`src/rtl/mem_bus_arbiter_pkg.sv`:
```
// ============================================================================
// Module  : mem_bus_arbiter_pkg
// Brief   : Shared FSM encodings and master index constants for the arbiter.
// Revision: 1.0
// ============================================================================
`default_nettype none

package mem_bus_arbiter_pkg;

    typedef logic [0:0] state_t;

    localparam state_t ST_IDLE = 1'b0;
    localparam state_t ST_WAIT = 1'b1;

    localparam int MI_IFETCH = 0;
    localparam int MI_DATA   = 1;
    localparam int MI_UART   = 2;
    localparam int MI_SPARE  = 3;

endpackage

`default_nettype wire

```
`src/rtl/mem_bus_arbiter_rr_pick.sv`:
```
// ============================================================================
// Module  : mem_bus_arbiter_rr_pick
// Brief   : Rotating-priority picker; first pending bit after rr_i wins.
// Revision: 1.0
// ============================================================================
`default_nettype none

module mem_bus_arbiter_rr_pick #(
    parameter int NM = 4,
    parameter int IW = $clog2(NM)
) (
    input  logic [NM-1:0] pend_i,
    input  logic [IW-1:0] rr_i,
    output logic [NM-1:0] gnt_o,
    output logic [IW-1:0] idx_o,
    output logic          any_o
);

    logic [IW-1:0] j;
    logic          found;

    always_comb begin
        gnt_o = '0;
        idx_o = '0;
        found = 1'b0;
        j     = '0;
        for (int k = 1; k <= NM; k++) begin
            j = IW'((int'(rr_i) + k) % NM);
            if (!found && pend_i[j]) begin
                found    = 1'b1;
                gnt_o[j] = 1'b1;
                idx_o    = j;
            end
        end
        any_o = found;
    end

endmodule

`default_nettype wire

```
`src/rtl/mem_bus_arbiter.sv`:
```
// ============================================================================
// Module  : mem_bus_arbiter
// Brief   : Round-robin arbiter sharing one memory port among NM masters.
// Revision: 1.0
// ============================================================================
`default_nettype none

module mem_bus_arbiter
    import mem_bus_arbiter_pkg::*;
#(
    parameter int NM      = 4,
    parameter int TIMEOUT = 1023,
    parameter int TO_W    = 10
) (
    input  logic             clk,
    input  logic             rst_n,
    input  logic [NM-1:0]    m_req,
    input  logic [NM-1:0]    m_we,
    input  logic [NM-1:0]    m_w,
    input  logic [NM-1:0]    m_hw,
    input  logic [NM*32-1:0] m_adr,
    input  logic [NM*32-1:0] m_wdata,
    output logic [NM-1:0]    m_done,
    output logic [31:0]      m_rdata,
    output logic             m_err,
    output logic [NM-1:0]    m_ovf,
    output logic             busy,
    output logic             read_req,
    output logic             read_w,
    output logic             read_hw,
    output logic [31:0]      read_adr,
    input  logic             read_valid,
    input  logic [31:0]      read_data,
    output logic             write_req,
    output logic             write_w,
    output logic             write_hw,
    output logic [31:0]      write_adr,
    output logic [31:0]      write_data,
    input  logic             write_finish
);

    localparam int IW = $clog2(NM);

    state_t          state_q, state_d;
    logic [NM-1:0]   pending_q, pending_d;
    logic [NM-1:0]   ovf_q, ovf_d;
    logic [IW-1:0]   rr_q;
    logic [IW-1:0]   gnt_idx_q;
    logic            gnt_we_q;
    logic [TO_W-1:0] cnt_q;

    logic            sl_we_q  [NM];
    logic            sl_w_q   [NM];
    logic            sl_hw_q  [NM];
    logic [31:0]     sl_adr_q [NM];
    logic [31:0]     sl_wdat_q[NM];

    logic            rd_req_q, rd_w_q, rd_hw_q;
    logic [31:0]     rd_adr_q;
    logic            wr_req_q, wr_w_q, wr_hw_q;
    logic [31:0]     wr_adr_q, wr_data_q;
    logic [NM-1:0]   done_q;
    logic            err_q;
    logic [31:0]     rdata_q;

    logic [NM-1:0]   pick_gnt;
    logic [IW-1:0]   pick_idx;
    logic            pick_any;
    logic            take_en, resp, tmo;
    logic [NM-1:0]   take_vec, cap_vec;

    mem_bus_arbiter_rr_pick #(
        .NM (NM),
        .IW (IW)
    ) u_pick (
        .pend_i (pending_q),
        .rr_i   (rr_q),
        .gnt_o  (pick_gnt),
        .idx_o  (pick_idx),
        .any_o  (pick_any)
    );

    // A slot whose grant is taken this cycle may be refilled without overflow.
    assign take_vec  = pick_gnt & {NM{take_en}};
    assign cap_vec   = m_req & (~pending_q | take_vec);
    assign pending_d = (pending_q & ~take_vec) | cap_vec;
    assign ovf_d     = ovf_q | (m_req & pending_q & ~take_vec);

    always_ff @(posedge clk or negedge rst_n) begin
        if (!rst_n) begin
            state_q <= ST_IDLE;
        end else begin
            state_q <= state_d;
        end
    end

    always_comb begin
        state_d = state_q;
        take_en = 1'b0;
        resp    = 1'b0;
        tmo     = 1'b0;
        case (state_q)
            ST_IDLE: begin
                if (pick_any) begin
                    take_en = 1'b1;
                    state_d = ST_WAIT;
                end
            end
            ST_WAIT: begin
                if (gnt_we_q ? write_finish : read_valid) begin
                    resp    = 1'b1;
                    state_d = ST_IDLE;
                end else if (cnt_q == TO_W'(TIMEOUT - 1)) begin
                    tmo     = 1'b1;
                    state_d = ST_IDLE;
                end
            end
            default: state_d = ST_IDLE;
        endcase
    end

    always_ff @(posedge clk or negedge rst_n) begin
        if (!rst_n) begin
            for (int i = 0; i < NM; i++) begin
                sl_we_q[i]   <= 1'b0;
                sl_w_q[i]    <= 1'b0;
                sl_hw_q[i]   <= 1'b0;
                sl_adr_q[i]  <= '0;
                sl_wdat_q[i] <= '0;
            end
        end else begin
            for (int i = 0; i < NM; i++) begin
                if (cap_vec[i]) begin
                    sl_we_q[i]   <= m_we[i];
                    sl_w_q[i]    <= m_w[i];
                    sl_hw_q[i]   <= m_hw[i];
                    sl_adr_q[i]  <= m_adr[32*i +: 32];
                    sl_wdat_q[i] <= m_wdata[32*i +: 32];
                end
            end
        end
    end

    always_ff @(posedge clk or negedge rst_n) begin
        if (!rst_n) begin
            pending_q <= '0;
            ovf_q     <= '0;
            rr_q      <= IW'(NM - 1);
            gnt_idx_q <= '0;
            gnt_we_q  <= 1'b0;
            cnt_q     <= '0;
            rd_req_q  <= 1'b0;
            rd_w_q    <= 1'b0;
            rd_hw_q   <= 1'b0;
            rd_adr_q  <= '0;
            wr_req_q  <= 1'b0;
            wr_w_q    <= 1'b0;
            wr_hw_q   <= 1'b0;
            wr_adr_q  <= '0;
            wr_data_q <= '0;
            done_q    <= '0;
            err_q     <= 1'b0;
            rdata_q   <= '0;
        end else begin
            pending_q <= pending_d;
            ovf_q     <= ovf_d;
            rd_req_q  <= 1'b0;
            wr_req_q  <= 1'b0;
            done_q    <= '0;
            err_q     <= 1'b0;
            if (take_en) begin
                gnt_idx_q <= pick_idx;
                gnt_we_q  <= sl_we_q[pick_idx];
                rr_q      <= pick_idx;
                cnt_q     <= '0;
                if (sl_we_q[pick_idx]) begin
                    wr_req_q  <= 1'b1;
                    wr_w_q    <= sl_w_q[pick_idx];
                    wr_hw_q   <= sl_hw_q[pick_idx];
                    wr_adr_q  <= sl_adr_q[pick_idx];
                    wr_data_q <= sl_wdat_q[pick_idx];
                end else begin
                    rd_req_q <= 1'b1;
                    rd_w_q   <= sl_w_q[pick_idx];
                    rd_hw_q  <= sl_hw_q[pick_idx];
                    rd_adr_q <= sl_adr_q[pick_idx];
                end
            end
            if (state_q == ST_WAIT) begin
                cnt_q <= cnt_q + 1'b1;
            end
            if (resp) begin
                done_q <= NM'(1) << gnt_idx_q;
                if (!gnt_we_q) begin
                    rdata_q <= read_data;
                end
            end
            if (tmo) begin
                done_q  <= NM'(1) << gnt_idx_q;
                err_q   <= 1'b1;
                rdata_q <= '0;
            end
        end
    end

    always_comb begin
        busy       = (state_q == ST_WAIT);
        m_done     = done_q;
        m_rdata    = rdata_q;
        m_err      = err_q;
        m_ovf      = ovf_q;
        read_req   = rd_req_q;
        read_w     = rd_w_q;
        read_hw    = rd_hw_q;
        read_adr   = rd_adr_q;
        write_req  = wr_req_q;
        write_w    = wr_w_q;
        write_hw   = wr_hw_q;
        write_adr  = wr_adr_q;
        write_data = wr_data_q;
    end

endmodule

`default_nettype wire

```
`config.mk`:
```
export PLATFORM = sky130hd
export DESIGN_NAME = mem_bus_arbiter
export DESIGN_NICKNAME = d
export VERILOG_FILES = /design/src/rtl/mem_bus_arbiter_pkg.sv /design/src/rtl/mem_bus_arbiter_rr_pick.sv /design/src/rtl/mem_bus_arbiter.sv
export SDC_FILE = /design/constraint.sdc
export NUM_CORES = 1
export LEC_CHECK = 0
export CORE_MARGIN = 5
export CORE_UTILIZATION = 45
export CTS_BUF_LIST = sky130_fd_sc_hd__clkbuf_8
export DETAILED_ROUTE_END_ITERATION = 16
export PLACE_DENSITY = 0.74
export SLEW_MARGIN = 20
export SYNTH_ARGS = -nofsm -noshare
export SYNTH_HDL_FRONTEND = slang
export SYNTH_SLANG_ARGS = --single-unit
```
`constraint.sdc`:
```
create_clock -name clk -period 4.29 [get_ports clk]
set_clock_uncertainty 0.15 [all_clocks]
set_input_delay 0.858 -clock clk [delete_from_list [all_inputs] [get_ports clk]]
set_output_delay 0.858 -clock clk [all_outputs]
set_load 0.05 [all_outputs]
```
==> summary.txt <==
run status = complete, no violations
drt pass-1 iters = 5
delay of the slowest cell on the worst path = 0.74 ns
slew margin rel. = 26.3%
R2R setup slack = 0.23 ns
Total Power = 27100 uW
Die Wd = 231 um
initial core utilization = 45.3%
sw frac = 45.1%
Leak = 0.0119 uW
total track usage = 26.7%
Commonest cells post-synth = dfrtp_1 (429), mux2_2 (306), nor3_1 (266)
fin nets = 2681
cts hold-fix bufs = 0
EDFF count, synth = 0
remaining routing DRC violations = 0
final WL = 73500 um
CP arrival = 4.45 ns
TritonCTS buffer count = 79
clock slew at reported path FFs = 0.06 ns
pwr dens = 943 nW/um^2
clock power share = 14.5%
critical path endpoint category = register
Internal = 14900 uW
Mapped Avg Cell Area = 11.0 um^2
grt total ovfl = 0
CTS max path bufs = 3
register area share after synthesis = 49.0%
CTS tree = built
critical path's top delay family = compound AO/OA/AOI/OAI gates
CTS H-tree lvls = 3
Async SR Flop Fraction = 100%
final-report hold violation count = 0
Psw = 12200 uW
reg2reg end = write_data[31]
vias in the first global route = 19.6k
post-route setup TNS = 0 ns
Yosys warning count = 0
Req. time, crit path = 4.68 ns
IO Count = 452
most used cell, CP = a221o_1
DIE AREA = 53500 um^2
CP cell instances = inv_8 > ha_4 > mux4_2 > nor2b_4 > a221o_1 > a32oi_4 > or3_4 > buf_12 > a2111oi_0 > buf_4 > a221o_1
RePlAce Congestion = 0.817
Vias = 19.0k
critical path fanouts, max = 32
count of state elements after synthesis = 431
# setup viols final = 0
Post-DP HPWL = 46000 um
mapped cell area = 22000 um^2
sequential power share = 28.8%
Slew Viols, Final = 0
fraction of layout cells with a size suffix above 1 = 20.3%
core area = 48600 um^2
final instance area = 28700 um^2
Worst Setup Path Type = reg -> reg
RSZ-0062 raised after global routing = no
worst reg2reg startpoint = rr_q[0]
Worst R2R Path Depth = 11
largest area contributor in the synthesized netlist = dfrtp_1
Avg Vias per Cell = 6.23
Root Driver = clkbuf_8
Yosys top cell area share = 48.7%
Clock Sinks = 431
Peak VDD IR = 744 uV
max-cap viol count = 0
Die Ht = 231 um
Worst Hold Class = in -> async
top cells by area, synth = dfrtp_1 (49%), mux2_2 (16%), nor3_1 (6.0%), o31ai_1 (4.6%), or3_1 (3.8%)
top-count cell post-synth = dfrtp_1
fmax = 246 MHz
Post-CTS Setup Inserts = 0
Worst-Margin Slew = 1.11 ns
synth unique cells = 51
Synthesized Nets = 2327
combinational power share = 56.7%
clk_lat worst skew = 0.67 ns
Avg WL per Cell = 24.1 um
Mapped Cells = 2009
largest net degree at the start of global routing = 176
Final Critical Period = 4.06 ns
DRT iter0 DRCs = 1851
Routed Antenna Nets = 0
initial antenna violation count = 16
top_reg_cell synth = dfrtp_1
port bufs = 451
site row count = 81
crit path launch type = register
Placed Area = 27100 um^2
Layout area overhead = 30.3%
Crit-path slowest cell = dfstp_4
first-pass GRT wire length = 114000 um
CP bufs+invs = 3
Final Cycle Share = 94.7%
-- what timing repair did --
| item | in CTS | in global routing |
|---|---|---|
| resized for setup | 0 | 1 |
| endpoints found under the hold margin | 0 | 0 |
| setup endpoints to repair | 0 | 34 |
-- state kept, by name, summed over array words and instances, names as in the netlist, 4 cells and up --
register    count
sl_adr_q      128
sl_hw_q         4
sl_wdat_q     128
m_ovf           4
m_rdata        32
write_data     32
m_done          4
read_adr       32
write_adr      32
sl_w_q          4
cnt_q          10
sl_we_q         4
pending_q       4
-- per-layer routing --
layer	GRT usage, %	wire length [um]	up-vias
met4	9.03	2310	26
li1	-	-	8371
met5	0	170	-
met3	8.58	6900	184
met1	34.4	29400	9474
met2	42.9	34700	916
-- power groups by stage --
stage / clock, uW / sequential, uW / combinational (uW)
final: 3930 / 7790 / 15300
after global routing: 4200 / 8010 / 16500
after CTS: 4020 / 7750 / 15400
after detailed placement: 0 / 7790 / 15400
after global placement: 0 / 7680 / 14900
after floorplan: 0 / 9400 / 8990
-- cell families after synthesis --
group	count (synthesis)	synth area share, %
simple gates	606	14.2
flops	431	49.0
compound gates	386	14.0
mux	348	17.8
buf+inv	227	4.39
fa+ha+maj	10	0.568
xor+xnor	1	0.0398
-- cell usage in the layout (no fill, tap or decap), types with 6 or more instances in the layout --
cell	instances
nand4_1	6
o221ai_1	34
nand2_1	86
a21oi_1	6
a211oi_1	32
buf_12	24
dfrtp_1	429
mux2i_1	37
nand2b_1	6
clkbuf_8	101
a211o_1	68
nor2_1	9
buf_4	16
mux2_2	306
nand3_1	67
ha_1	9
o21ai_0	21
nor3_1	266
a2111oi_0	32
or3_1	133
inv_1	34
o31ai_1	135
clkdlybuf4s50_1	450
a221o_1	33
-- final cells by class --
| class | count | area (um^2) |
|---|---|---|
| Multi-Input combinational cell | 1351 | 10400 |
| Clock inverter | 36 | 185 |
| Antenna cell | 5 | 12.5 |
| Fill cell | 4058 | 19900 |
| Inverter | 8 | 37.5 |
| Sequential cell | 431 | 10800 |
| Clock buffer | 101 | 1390 |
| Tap cell | 622 | 778 |
| Timing Repair Buffer | 492 | 5130 |
-- through the flow --
step	cells	utilization [%]	setup slack, ns	hold WS (ns)
after detailed placement	2904	55.7	0.131	0.305
after global placement	2904	55.7	0.146	0.300
final	3046	59.0	0.226	0.0869
after global routing	3042	59.0	0.0191	0.116
after floorplan	2009	-	0.00424	0.292
after CTS	3041	59.0	0.110	0.0575
-- worst max path at each step --
stage | to | startpoint | depth (start not counted) | slack, ns
after detailed placement | read_adr[9] | rr_q[0] | 10 | 0.13
final | write_data[31] | rr_q[0] | 11 | 0.23
after global routing | write_data[31] | rr_q[0] | 11 | 0.02
after CTS | read_adr[5] | rr_q[0] | 10 | 0.11
after floorplan | write_data[23] | rr_q[0] | 18 | 0.004
after global placement | read_adr[5] | rr_q[0] | 10 | 0.15
Power figures use the tool's default switching activity.
==> edit: new RTL, config.mk and constraints unchanged <==
Reset style: synchronous (`rst_n`), changed in 3 clocked blocks.
--- a/src/rtl/mem_bus_arbiter.sv
+++ b/src/rtl/mem_bus_arbiter.sv
@@ -86,7 +86,7 @@
     assign pending_d = (pending_q & ~take_vec) | cap_vec;
     assign ovf_d     = ovf_q | (m_req & pending_q & ~take_vec);
 
-    always_ff @(posedge clk or negedge rst_n) begin
+    always_ff @(posedge clk) begin
         if (!rst_n) begin
             state_q <= ST_IDLE;
         end else begin
@@ -119,7 +119,7 @@
         endcase
     end
 
-    always_ff @(posedge clk or negedge rst_n) begin
+    always_ff @(posedge clk) begin
         if (!rst_n) begin
             for (int i = 0; i < NM; i++) begin
                 sl_we_q[i]   <= 1'b0;
@@ -141,7 +141,7 @@
         end
     end
 
-    always_ff @(posedge clk or negedge rst_n) begin
+    always_ff @(posedge clk) begin
         if (!rst_n) begin
             pending_q <= '0;
             ovf_q     <= '0;
Function: differs if rst_n is asserted again (counterexample within 4 cycles, from zero or initial values and one cycle with rst_n low); with rst_n held inactive, the same outputs for 4 cycles.
==> edit against the original RTL <==
  * Critical path depth rose by 1
  * Highest routed layer unchanged
  * Sequential share of layout area rose by 7.2 points
  * Design area fell by 13%
  * Utilization rose by 2.4 points
  * Area after synthesis fell by 16%
  * Synthesized cell count fell by 25%
  * Non-clock buffer count fell by 15
  * Routed wire length fell by 28%
  * Worst setup slack got worse by 0.024 ns
  * Critical endpoint is now write_data[21]
  * Sequential cell count did not move
  * Largest cell class unchanged
Power is not compared: it rests on default switching activity, and its combinational part moved more than twofold at a synthesized area within 25%.
==> edit: results <==
status:
  status: "finished clean"
clock_tree:
  clk_latency_ns: 0.61
  clockBufferDepth: 3
  cts_root_buffer: "clkbuf_8"
  numCtsBuffers: 73
power_and_ir_drop:
  ir_worst_vdd_v: 0.0003716
routing:
  wire_per_inst_um: 20.61
  vias: 13054
  drtIter0Drc: 934
critical_path:
  critPathMaxFanout: 56
  reg2regPathDepth: 12
  crit_arrival_ns: 4.46
  endpoint: "write_data[21]"
  worst_path_max_delay_cell: "mux4_2"
  r2r_setup_slack_ns: 0.20
  max_stage_delay_ns: 0.55
  r2r_start: "rr_q[1]"
placement:
  gp_congestion: 0.8995
  dp_hpwl_um: 35830
  dp_worst_setup_slack_ns: 0.2451
global_route:
  grt_first_pass_wirelength_um: 77850
  grt_max_degree: 73
  grt_use_total_pct: 22.33
  antenna_found_initial: 13
synthesis:
  synth_edf_count: 259
  ys_top_cells_by_count: "296 x and2_1, 259 x edfxtp_1, 205 x mux2i_1"
  yosys-top-cells-area: "edfxtp_1 42%, dfxtp_1 19%, mux2i_1 11%"
  ys_async_sr_fraction_pct: 0
  yosysWarnings: 0
  synth_cell_type_count: 50
  ys_seq_area_share_pct: 60.51
  synth_ff_type: "edfxtp_1"
  syn_nets: 1822
cells_and_area:
  drive_gt1_share_pct: 7.264
  fin_nets: 2271
  top_regs: "sl_adr_q: 128 flops, sl_wdat_q: 128 flops"
hold_path:
  min_path_type: "flip-flop to flip-flop"
sta:
  worst_slew_pin_slew_ns: 0.8128
  max_freq_mhz: 244.6
==> edit: cell count changes after synthesis, moves of 36 or more <==
cell | unedited run | this run
clkbuf_1 | 170 | 70
nor3_1 | 266 | 2
and2_1 | 10 | 296
mux2_2 | 306 | 0
o31ai_1 | 135 | 0
nand3_1 | 67 | 7
dfxtp_1 | 0 | 172
or3_1 | 135 | 2
a211o_1 | 68 | 32
mux2i_1 | 38 | 205
edfxtp_1 | 0 | 259
nor2b_1 | 3 | 78
dfrtp_1 | 429 | 0
==> edit: how the worst min path moves through the flow <==
| stage | to | slack, ns |
|---|---|---|
| floorplan | m_done[1] | 0.28 |
| global placement | m_rdata[18] | 0.29 |
| detailed placement | write_data[29] | 0.30 |
| CTS | write_data[29] | 0.30 |
| global route | m_rdata[31] | 0.32 |
| finish | write_data[2] | 0.30 |
==> edit: cell families (layout without fill, tap and decap cells) <==
group	Yosys count	in the layout	share of synthesized area, %
mux	208	208	11.43
compound gates	199	199	7.712
buf+inv	114	620	2.969
flops	431	431	60.51
simple gates	542	542	16.71
other cells	0	12	0
fa+ha+maj	10	10	0.6747
==> edit: critical path: cells and delay by family, from the launching register on <==
family	cells	cell delay [ns]
buf+inv	3	0.97
compound gates	4	0.77
simple gates	3	0.58
mux	1	0.55
flops	1	0.49
fa+ha+maj	1	0.47
==> edit: final cells by class <==
cell class                 count  area [µm²]
clock inverter                47       220.2
inverter                      11       52.55
antenna                       12       30.03
sequential                   431       11220
tap                          532       665.6
clock buffer                  85        1170
fill                        3217       15770
multi-input combinational    959        6845
timing repair buffer         477        4857
==> edit: through the flow <==
step	power, µW	area (µm²)	std cells
2_1_floorplan	8940	18570	1504
3_3_place_gp	10580	23630	2410
3_5_place_dp	10680	23630	2410
4_1_cts	14180	25020	2542
5_1_grt	14720	25060	2554
6_report	14050	25060	2554
==> edit: what timing repair did <==
action,in CTS,in global routing
resized for setup,0,2
setup buffers,0,0
setup endpoints to repair,0,34
hold buffers,0,0
==> edit: layer usage <==
metal	global-route usage [%]	share of wire (%)	up-vias
met5	0	0.013	-
met1	28.23	40	6267
met2	37.90	51	487
met3	4.496	6.5	94
li1	-	-	6204
met4	8.762	2.9	2
==> edit: power groups by stage <==
stage	combinational, µW	sequential [µW]	clock, µW
floorplan	2630	6310	0
global placement	5190	5390	0
detailed placement	5270	5410	0
CTS	5290	5330	3560
global route	5570	5380	3770
finish	5250	5330	3470
